### src/rtl/ifetch_align_pkg.sv
// ifetch_align_pkg: fetch FSM states, IF/ID payload and RVC length helper shared by the fetch front end
package ifetch_align_pkg;
  localparam logic [31:0] RESET_PC_DEFAULT = 32'h0000_0000;
  typedef enum logic [1:0] {START, FETCH, WAIT, DRAIN} fetch_state_t;
  typedef struct packed {
    logic [31:0] pc;
    logic [31:0] instruction;
  } id_state_t;
  function automatic logic is_rvc(input logic [15:0] hw);
    return hw[1:0] != 2'b11;
  endfunction
endpackage

### src/rtl/ifetch_align_hw_align_buf.sv
// hw_align_buf: 3-entry halfword queue; entry 0 (bits [15:0]) is the head
module hw_align_buf (
  input  logic        clk,
  input  logic        reset,
  input  logic        flush,
  input  logic        push1,
  input  logic        push2,
  input  logic [31:0] word,
  input  logic        pop1,
  input  logic        pop2,
  output logic [1:0]  cnt,
  output logic [15:0] head,
  output logic [15:0] nxt
);
  logic [47:0] hw_q, hw_d, kept, ins_mask;
  logic [31:0] src, mask;
  logic [1:0]  pop_n, push_n, rem;
  // Pop shifts the queue down, then the pushed halfwords land right after what remains.
  always_comb begin
    pop_n    = pop2 ? 2'd2 : {1'b0, pop1};
    push_n   = push2 ? 2'd2 : {1'b0, push1};
    rem      = cnt - pop_n;
    kept     = hw_q >> {pop_n, 4'b0};
    src      = push1 ? {16'h0, word[31:16]} : word;
    mask     = push2 ? 32'hffff_ffff : push1 ? 32'h0000_ffff : 32'h0;
    ins_mask = {16'h0, mask} << {rem, 4'b0};
    hw_d     = (kept & ~ins_mask) | ({16'h0, src & mask} << {rem, 4'b0});
  end
  always_ff @(posedge clk or negedge reset)
    if (!reset) begin
      hw_q <= '0;
      cnt  <= '0;
    end else begin
      hw_q <= hw_d;
      cnt  <= flush ? 2'd0 : rem + push_n;
    end
  assign head = hw_q[15:0];
  assign nxt  = hw_q[31:16];
endmodule

### src/rtl/ifetch_align.sv
// ifetch_align: word fetcher plus halfword realigner feeding whole RV32IC instructions to decode
module ifetch_align
  import ifetch_align_pkg::*;
#(
  parameter logic [31:0] RESET_PC = RESET_PC_DEFAULT
) (
  input  logic        clk,
  input  logic        reset,
  output logic        imem_req_valid,
  input  logic        imem_req_ready,
  output logic [31:0] imem_req_addr,
  input  logic        imem_rsp_valid,
  input  logic [31:0] imem_rsp_data,
  input  logic        redirect_valid,
  input  logic [31:0] redirect_pc,
  output logic        id_valid,
  input  logic        id_ready,
  output logic [31:0] id_pc,
  output logic [31:0] id_instruction,
  output logic        id_compressed
);
  fetch_state_t state, state_d;
  id_state_t    id;
  logic [31:0]  fetch_addr, fetch_addr_d, pc, pc_d;
  logic [15:0]  head, nxt;
  logic [1:0]   cnt;
  logic         skip_low, skip_low_d, wide, hs, push, pop, unused;
  hw_align_buf u_buf (
    .clk   (clk),
    .reset (reset),
    .flush (redirect_valid),
    .push1 (push && skip_low),
    .push2 (push && !skip_low),
    .word  (imem_rsp_data),
    .pop1  (pop && !wide),
    .pop2  (pop && wide),
    .cnt   (cnt),
    .head  (head),
    .nxt   (nxt)
  );
  assign unused = redirect_pc[0];
  always_comb begin
    wide           = !is_rvc(head);
    id_valid       = (wide ? cnt[1] : cnt != 2'd0) && !redirect_valid;
    pop            = id_valid && id_ready;
    imem_req_valid = state == FETCH && cnt <= 2'd1;
    hs             = imem_req_valid && imem_req_ready;
    // A response landing in the redirect cycle belongs to the old stream.
    push           = state == WAIT && imem_rsp_valid && !redirect_valid;
    state_d        = state == START ? FETCH
                   : state == FETCH ? (hs ? (redirect_valid ? DRAIN : WAIT) : FETCH)
                   : imem_rsp_valid ? FETCH
                   : state == WAIT && redirect_valid ? DRAIN : state;
    fetch_addr_d   = redirect_valid ? {redirect_pc[31:2], 2'b00} : hs ? fetch_addr + 32'd4 : fetch_addr;
    pc_d           = redirect_valid ? {redirect_pc[31:1], 1'b0} : pop ? pc + (wide ? 32'd4 : 32'd2) : pc;
    skip_low_d     = redirect_valid ? redirect_pc[1] : push ? 1'b0 : skip_low;
    id.pc          = pc;
    id.instruction = !id_valid ? 32'h0 : wide ? {nxt, head} : {16'h0, head};
  end
  always_ff @(posedge clk or negedge reset)
    if (!reset) begin
      state      <= START;
      fetch_addr <= RESET_PC;
      pc         <= RESET_PC;
      skip_low   <= 1'b0;
    end else begin
      state      <= state_d;
      fetch_addr <= fetch_addr_d;
      pc         <= pc_d;
      skip_low   <= skip_low_d;
    end
  assign imem_req_addr  = fetch_addr;
  assign id_pc          = id.pc;
  assign id_instruction = id.instruction;
  assign id_compressed  = id_valid && !wide;
endmodule

### config.mk
export PLATFORM = sky130hd
export DESIGN_NAME = ifetch_align
export DESIGN_NICKNAME = d
export VERILOG_FILES = /design/src/rtl/ifetch_align_pkg.sv /design/src/rtl/ifetch_align_hw_align_buf.sv /design/src/rtl/ifetch_align.sv
export SDC_FILE = /design/constraint.sdc
export NUM_CORES = 1
export LEC_CHECK = 0
export CORE_AREA = 2 2 169 88
export CTS_BUF_LIST = sky130_fd_sc_hd__clkbuf_16
export CTS_CLUSTER_SIZE = 30
export DETAILED_ROUTE_END_ITERATION = 10
export DIE_AREA = 0 0 171 90
export GPL_TIMING_DRIVEN = 0
export PLACE_DENSITY_LB_ADDON = 0.15
export SLEW_MARGIN = 20
export SYNTH_ARGS = -nofsm -noshare
export SYNTH_HDL_FRONTEND = slang
export SYNTH_SLANG_ARGS = --single-unit
### constraint.sdc
create_clock -name clk -period 3.9 [get_ports clk]
set_input_delay 0.585 -clock clk [delete_from_list [all_inputs] [get_ports clk]]
set_output_delay 0.585 -clock clk [all_outputs]
set_load 0.005 [all_outputs]
==> results of run 1 <==
## cell type report
class | count | area (sq um) | area share
Tap cell | 198 | 248 | 0.0262
Clock buffer | 17 | 425 | 0.0449
Sequential cell | 114 | 2850 | 0.301
Timing Repair Buffer | 164 | 1660 | 0.175
Inverter | 26 | 97.6 | 0.0103
Buffer | 54 | 280 | 0.0296
Multi-Input combinational cell | 558 | 3760 | 0.397
Clock inverter | 15 | 143 | 0.0151
## placed cells by master, fill, tap and decap left out, types with 11 or more instances in the layout
cell             netlist  final
nand3_1               43     43
xor2_1                31     31
nand4_1               20     20
a22o_1                16     16
inv_1                 26     27
a21boi_0              12     12
mux2_2                19     19
nor2_1                18     18
clkdlybuf4s50_1        0    162
clkbuf_1              30     30
clkbuf_16              0     17
a211oi_1              16     16
a21oi_1               76     76
and2_1                21     21
o21ai_0               14     14
and3_1                45     45
a21o_1                16     16
nor2b_1               18     18
o221ai_2              11     11
xnor2_1               22     22
nand2_1               59     59
dfrtp_1              114    114
## layer usage
metal / GRT usage / vias to the layer above / part of all wire
met1: 0.493 / 3462 / 0.46
li1: - / 3098 / -
met3: 0.0806 / 40 / 0.10
met4: 0.0840 / 0 / 0.014
met2: 0.454 / 423 / 0.42
met5: 0 / - / 0
## final timing paths
kind | slack [ps] | startpoint | to
worst max-delay path | 200 | u_buf.hw_q[1] | id_pc[31]
worst min-delay path | 90 | reset | u_buf.hw_q[34]
worst max register to register | 200 | u_buf.hw_q[1] | id_pc[31]
worst min register to register | 570 | u_buf.hw_q[6] | u_buf.hw_q[6]
max in group asynchronous | 3080 | reset | id_pc[22]
min in group clk | 570 | u_buf.hw_q[6] | u_buf.hw_q[6]
## kinds of logic (layout without fill, tap and decap cells)
logic type                 count (synthesis)  count (layout)
DFF                                      114             114
AOI/OAI and AO/OA                        198             198
xor gates and xnor gates                  53              53
other                                      1               3
adders and majority gates                  5               5
buffers and inverters                     80             276
and+or+nand+nor                          274             274
muxes                                     25              25
## registers in the layout (all words and copies together), names as in the netlist
signal and flops:
id_pc 31, imem_req_addr 30, skip_low 1, state 2, u_buf.cnt 2, u_buf.hw_q 48
## stage by stage
stage	util	instances	setup TNS (ps)	area, sq um
2_1_floorplan	-	752	0	6990
4_1_cts	0.674	1146	0	9470
3_3_place_gp	0.632	1113	-256950	8870
6_report	0.674	1146	0	9470
3_5_place_dp	0.634	1114	0	8900
5_1_grt	0.674	1146	0	9470
## power groups by stage
stage          registers, mW  logic, mW  clock network [mW]
2_1_floorplan           1.53      0.600                   0
3_3_place_gp            1.56       1.03                   0
3_5_place_dp            1.57       1.07                   0
4_1_cts                 1.55       1.08                1.53
5_1_grt                 1.59       1.18                1.58
6_report                1.56       1.10                1.52
## critical path, delay by kind of cell (launching register included)
kind | cells | cell delay [ps]
compound gates | 1 | 140
fa+ha+maj | 2 | 490
mux | 1 | 290
buf+inv | 4 | 990
flops | 1 | 370
xor+xnor | 1 | 110
simple gates | 3 | 1170
==> results.tsv, run 1 <==
metric	value	unit
status	finished, final reports clean	
drt_first_pass_iters	5	
setup_ws	200	ps
synth_common_cells	dfrtp_1 (114), a21oi_1 (76), nand2_1 (59)	
routed_via_density	6.13	
final_net_count	1009	
synthSimpleGateAreaFrac	0.222	
crit_type	register to register	
rows	31	
yosysMostFrequentCell	dfrtp_1	
avgSynthCellArea	9.31	sq um
gr-total-overflow	0	
core	14000	sq um
setup_viol	0	
path_common_cell	ha_1	
dpl.hpwl	17.9	mm
cts_resized	0	
cts_made_buffers	17	
yosys.area.top_type	dfrtp_1	
rsz0062_at_grt	false	
clock_sinks	114	
fmax	270	MHz
cts_setup_buffers	0	
p_sw_frac	0.329	
clockPowerShare	0.364	
synth_xor_xnor_area_share	0.0665	
fill_cells	1131	
async_flop_share	1.00	
drtIter0Drc	802	
end_kind	register	
ys_dominant_reg_cell	dfrtp_1	
powerDensity	442	nW/um^2
hold_viol	0	
worstPathArrival	4000	ps
areaGrowthSynthToFinish	35.6	%
maxCapViolCount	0	
critPathMaxFanout	10	
wl_per_cell	21.5	microns
io_pins	169	
synthCells	750	
antenna_cells	0	
num_vias	7023	
dieArea	15400	sq um
synth_top_family_by_area	simple AND/OR/NAND/NOR gates	
required	4200	ps
p_leak	3.97	nW
internal_power	2.81	mW
yosys-mux-area-fraction	0.0392	
clk_pin_slew	60	ps
yosysSeqAreaShare	0.408	
grt_usage	0.324	
power_frac_comb	0.263	
start_util	0.498	
hold_path.class	primary input to async pin	
synth_cell_types	67	
dieHeight	90	microns
p_sw	1.38	mW
root_buffer	clkbuf_16	
synth_area	6990	sq um
synth-compound-area-share	0.201	
cts_hold_buf	0	
drv_slew	0	
fin_hold_ws	90.1	ps
dp_worst_setup_slack	446	ps
cp_cell_sequence	buf_4, and2_4, buf_6, inv_1, buf_1, ha_1, ha_1, a31o_2, nand3_1, nor4_1, xor2_1, mux2_2	
ant_nets	0	
grt_max_degree	71	
yosys_warnings	0	
synth_edf_count	0	
post-route-period-util	0.949	
place_congestion	0.922	
slew_headroom	0.314	
slowest_delay	630	ps
drive_gt1_frac	0.105	
fp.dieW	171	microns
rr_worst_depth	12	
synthAdderAreaFrac	0.00878	
start_kind	register	
cp_slowest_cell	nor4_1	
clkLatencyLatePin	420	ps
antenna_found_initial	0	
ys_ff_latch	114	
cts_tree	built	
synth_top_area_frac	0.408	
port_buffers	163	
grt_pass1_vias	6806	
htreeDepth	4	
p_total	4.18	mW
skew	16.7	ps
pwr-share-seq	0.374	
ir_drop	292	uV
grt_pass1_wl	38.1	mm
drc_errors	0	
yosys-top-cells-area	dfrtp_1 (41%), a21oi_1 (5.4%), and3_1 (4.0%), xor2_1 (3.9%), nand2_1 (3.2%)	
wirelength	24.7	mm
min_period	3700	ps
clockBufferDepth	2	
tightest_slew	1020	ps
Power figures use the tool's default switching activity.
==> inputs of run 2 (changes only) <==
CAP_MARGIN = 0   (was not set)
==> results of run 2 <==
Same layout as run 1: the final DEF is identical, and so are final timing and power.
==> inputs of run 3 (changes only) <==
CORE_AREA = 2 2 173 90   (was 2 2 169 88)
DIE_AREA = 0 0 175 92   (was 0 0 171 90)
HOLD_SLACK_MARGIN = 0.06   (was not set)
SYNTH_HIERARCHICAL = 1   (was not set)
==> run 3 against run 2 <==
Worst setup slack is essentially flat. Global-route usage fell by 0.97 points. Die area is 4.6% higher. Critical endpoint is now u_buf/cnt[1]. Largest power group unchanged. Highest routed layer unchanged.
==> results.tsv, run 3 <==
metric	value	unit
status	finished, final reports clean	
highest_layer	met4	
drv_slew	0	
powerDensity	410	nW/um^2
htreeDepth	4	
crit_type	primary input to register	
start_kind	primary input	
min_period	3700	ps
largest_register_ffs	48	
root_buffer	clkbuf_16	
yosysSeqAreaShare	0.381	
synth_common_cells	dfrtp_1 (114), nor2_1 (57), nand2_1 (46)	
drtIter0Drc	990	
areaGrowthSynthToFinish	33.8	%
yosysMostFrequentCell	dfrtp_1	
place_area	9430	sq um
finalSetupTns	0	ps
fp.dieW	175	microns
dieHeight	92	microns
hold_path.class	primary input to async pin	
fin_hold_ws	89.8	ps
rsz0062_at_grt	false	
ff2ff_setup_slack	350	ps
dpl.hpwl	18.3	mm
grt_usage	0.314	
fill_cells	1179	
regMostFlops	u_buf/hw_q	
slew_headroom	0.390	
wirelength	25.0	mm
grt_pass1_wl	38.5	mm
final_cell_area	10000	sq um
dp.cells	1122	
ant_nets	0	
p_leak	4.09	nW
clock_sinks	114	
dp_worst_setup_slack	-123	ps
drt_first_pass_iters	5	
hold_viol	0	
cts_tree	built	
clk_pin_slew	70	ps
post-route-period-util	0.949	
final_cell_count_no_fill	1154	
ir_drop	317	uV
antenna_found_initial	0	
setup_viol	0	
fmax	270	MHz
io_pins	169	
num_vias	6888	
async_flop_share	1.00	
cts_made_buffers	17	
dr_wl_met3	2.69	mm
gr-total-overflow	0	
wl_met2	10.3	mm
clkLatencyLatePin	410	ps
synthCells	751	
yosys_warnings	6	
wl_met1	11.7	mm
synth_area	7490	sq um
antenna_cells	0	
place_congestion	0.931	
wl_per_cell	21.7	microns
drc_errors	0	
ys_ff_latch	114	
setup_ws	200	ps
ys_dominant_reg_cell	dfrtp_1	
end_kind	register	
required	4230	ps
finish.utilization	0.675	
grt_max_degree	72	
rows	32	
layout_common_cells	clkdlybuf4s50_1 (163), dfrtp_1 (114), nor2_1 (56), nand2_1 (46), mux2i_1 (40)	
maxCapViolCount	0	
worstPathArrival	4030	ps
skew	15.6	ps
synth_cell_types	70	
synth_edf_count	0	
synth_top_area_frac	0.381	
clockBufferDepth	2	
yosys-top-cells-area	dfrtp_1 (38%), mux2i_1 (5.3%), mux2_2 (5.1%), buf_4 (3.9%), xnor2_1 (2.9%)	
avgSynthCellArea	9.98	sq um
drive_gt1_frac	0.184	
start_util	0.504	
yosys.area.top_type	dfrtp_1	
p_total	4.11	mW
core	14900	sq um
critPathMaxFanout	10	
final_common_cell	clkdlybuf4s50_1	
dieArea	16100	sq um
routed_via_density	5.97	
final_net_count	1011	
port_buffers	164	
tightest_slew	908	ps
grt_pass1_vias	6896	
==> run 3: cell types whose count changed after synthesis, sizes merged, moves of 16 or more <==
cell / before / now
a21o: 16 / 0
a221o: 0 / 16
buf: 24 / 59
nand3: 43 / 20
mux2i: 6 / 40
nor2: 18 / 57
nor3: 10 / 28
and3: 45 / 8
o22ai: 0 / 32
a21oi: 78 / 29
o221ai: 16 / 0
mux2: 19 / 43
==> run 3: path summary, 6_finish.rpt <==
kind / start / end / depth (start not counted)
max: redirect_valid / u_buf/cnt[1] / 14
min: reset / imem_req_addr[13] / 1
max reg2reg: u_buf/hw_q[1] / u_buf/cnt[1] / 14
min reg2reg: u_buf/hw_q[40] / u_buf/hw_q[40] / 1
max in group asynchronous: reset / id_pc[28] / 2
min in group clk: u_buf/hw_q[40] / u_buf/hw_q[40] / 1
==> run 3: cells by family after synthesis <==
kind of cell,Yosys count,synth area share
AOI/OAI and AO/OA,134,0.137
xor gates and xnor gates,50,0.0638
adders and majority gates,4,0.00668
buffers and inverters,101,0.0862
DFF,114,0.381
muxes,83,0.123
other,1,0.000501
and+or+nand+nor,264,0.203
==> run 3: area by class of cell <==
cell class | count | area [sq um] | area share
Multi-Input combinational cell | 538 | 4020 | 0.401
Clock inverter | 15 | 159 | 0.0159
Buffer | 81 | 571 | 0.0569
Inverter | 20 | 75.1 | 0.00749
Timing Repair Buffer | 165 | 1670 | 0.167
Tap cell | 204 | 255 | 0.0255
Sequential cell | 114 | 2850 | 0.285
Clock buffer | 17 | 425 | 0.0424
==> run 3: what timing repair did <==
action                                  in CTS  in global routing
hold buffers                                 0                  0
setup buffers                                0                  0
resized for setup                            1                  2
endpoints found under the setup margin      10                 10
==> run 3: power by group <==
group | total, mW | switching [mW] | leakage [nW] | internal, mW
Combinational | 0.995 | 0.430 | 2.41 | 0.564
Sequential | 1.56 | 0.189 | 1.41 | 1.37
Clock | 1.56 | 0.617 | 0.270 | 0.945
==> run 3: metal layers <==
| metal | up-vias | track usage |
|---|---|---|
| li1 | 3072 | - |
| met1 | 3364 | 0.472 |
| met2 | 419 | 0.443 |
| met3 | 33 | 0.0862 |
| met4 | 0 | 0.0778 |
| met5 | - | 0 |
==> run 3: critical path, stage by stage <==
cell and delay, ps:
clkdlybuf4s50_1 530, and2b_2 250, o21ai_2 190, clkbuf_1 560
a21oi_1 190, buf_6 210, and2b_4 190, xnor2_4 350
buf_6 250, inv_1 60, ha_1 190, xnor2_1 150
xnor3_1 230, nor2_1 90
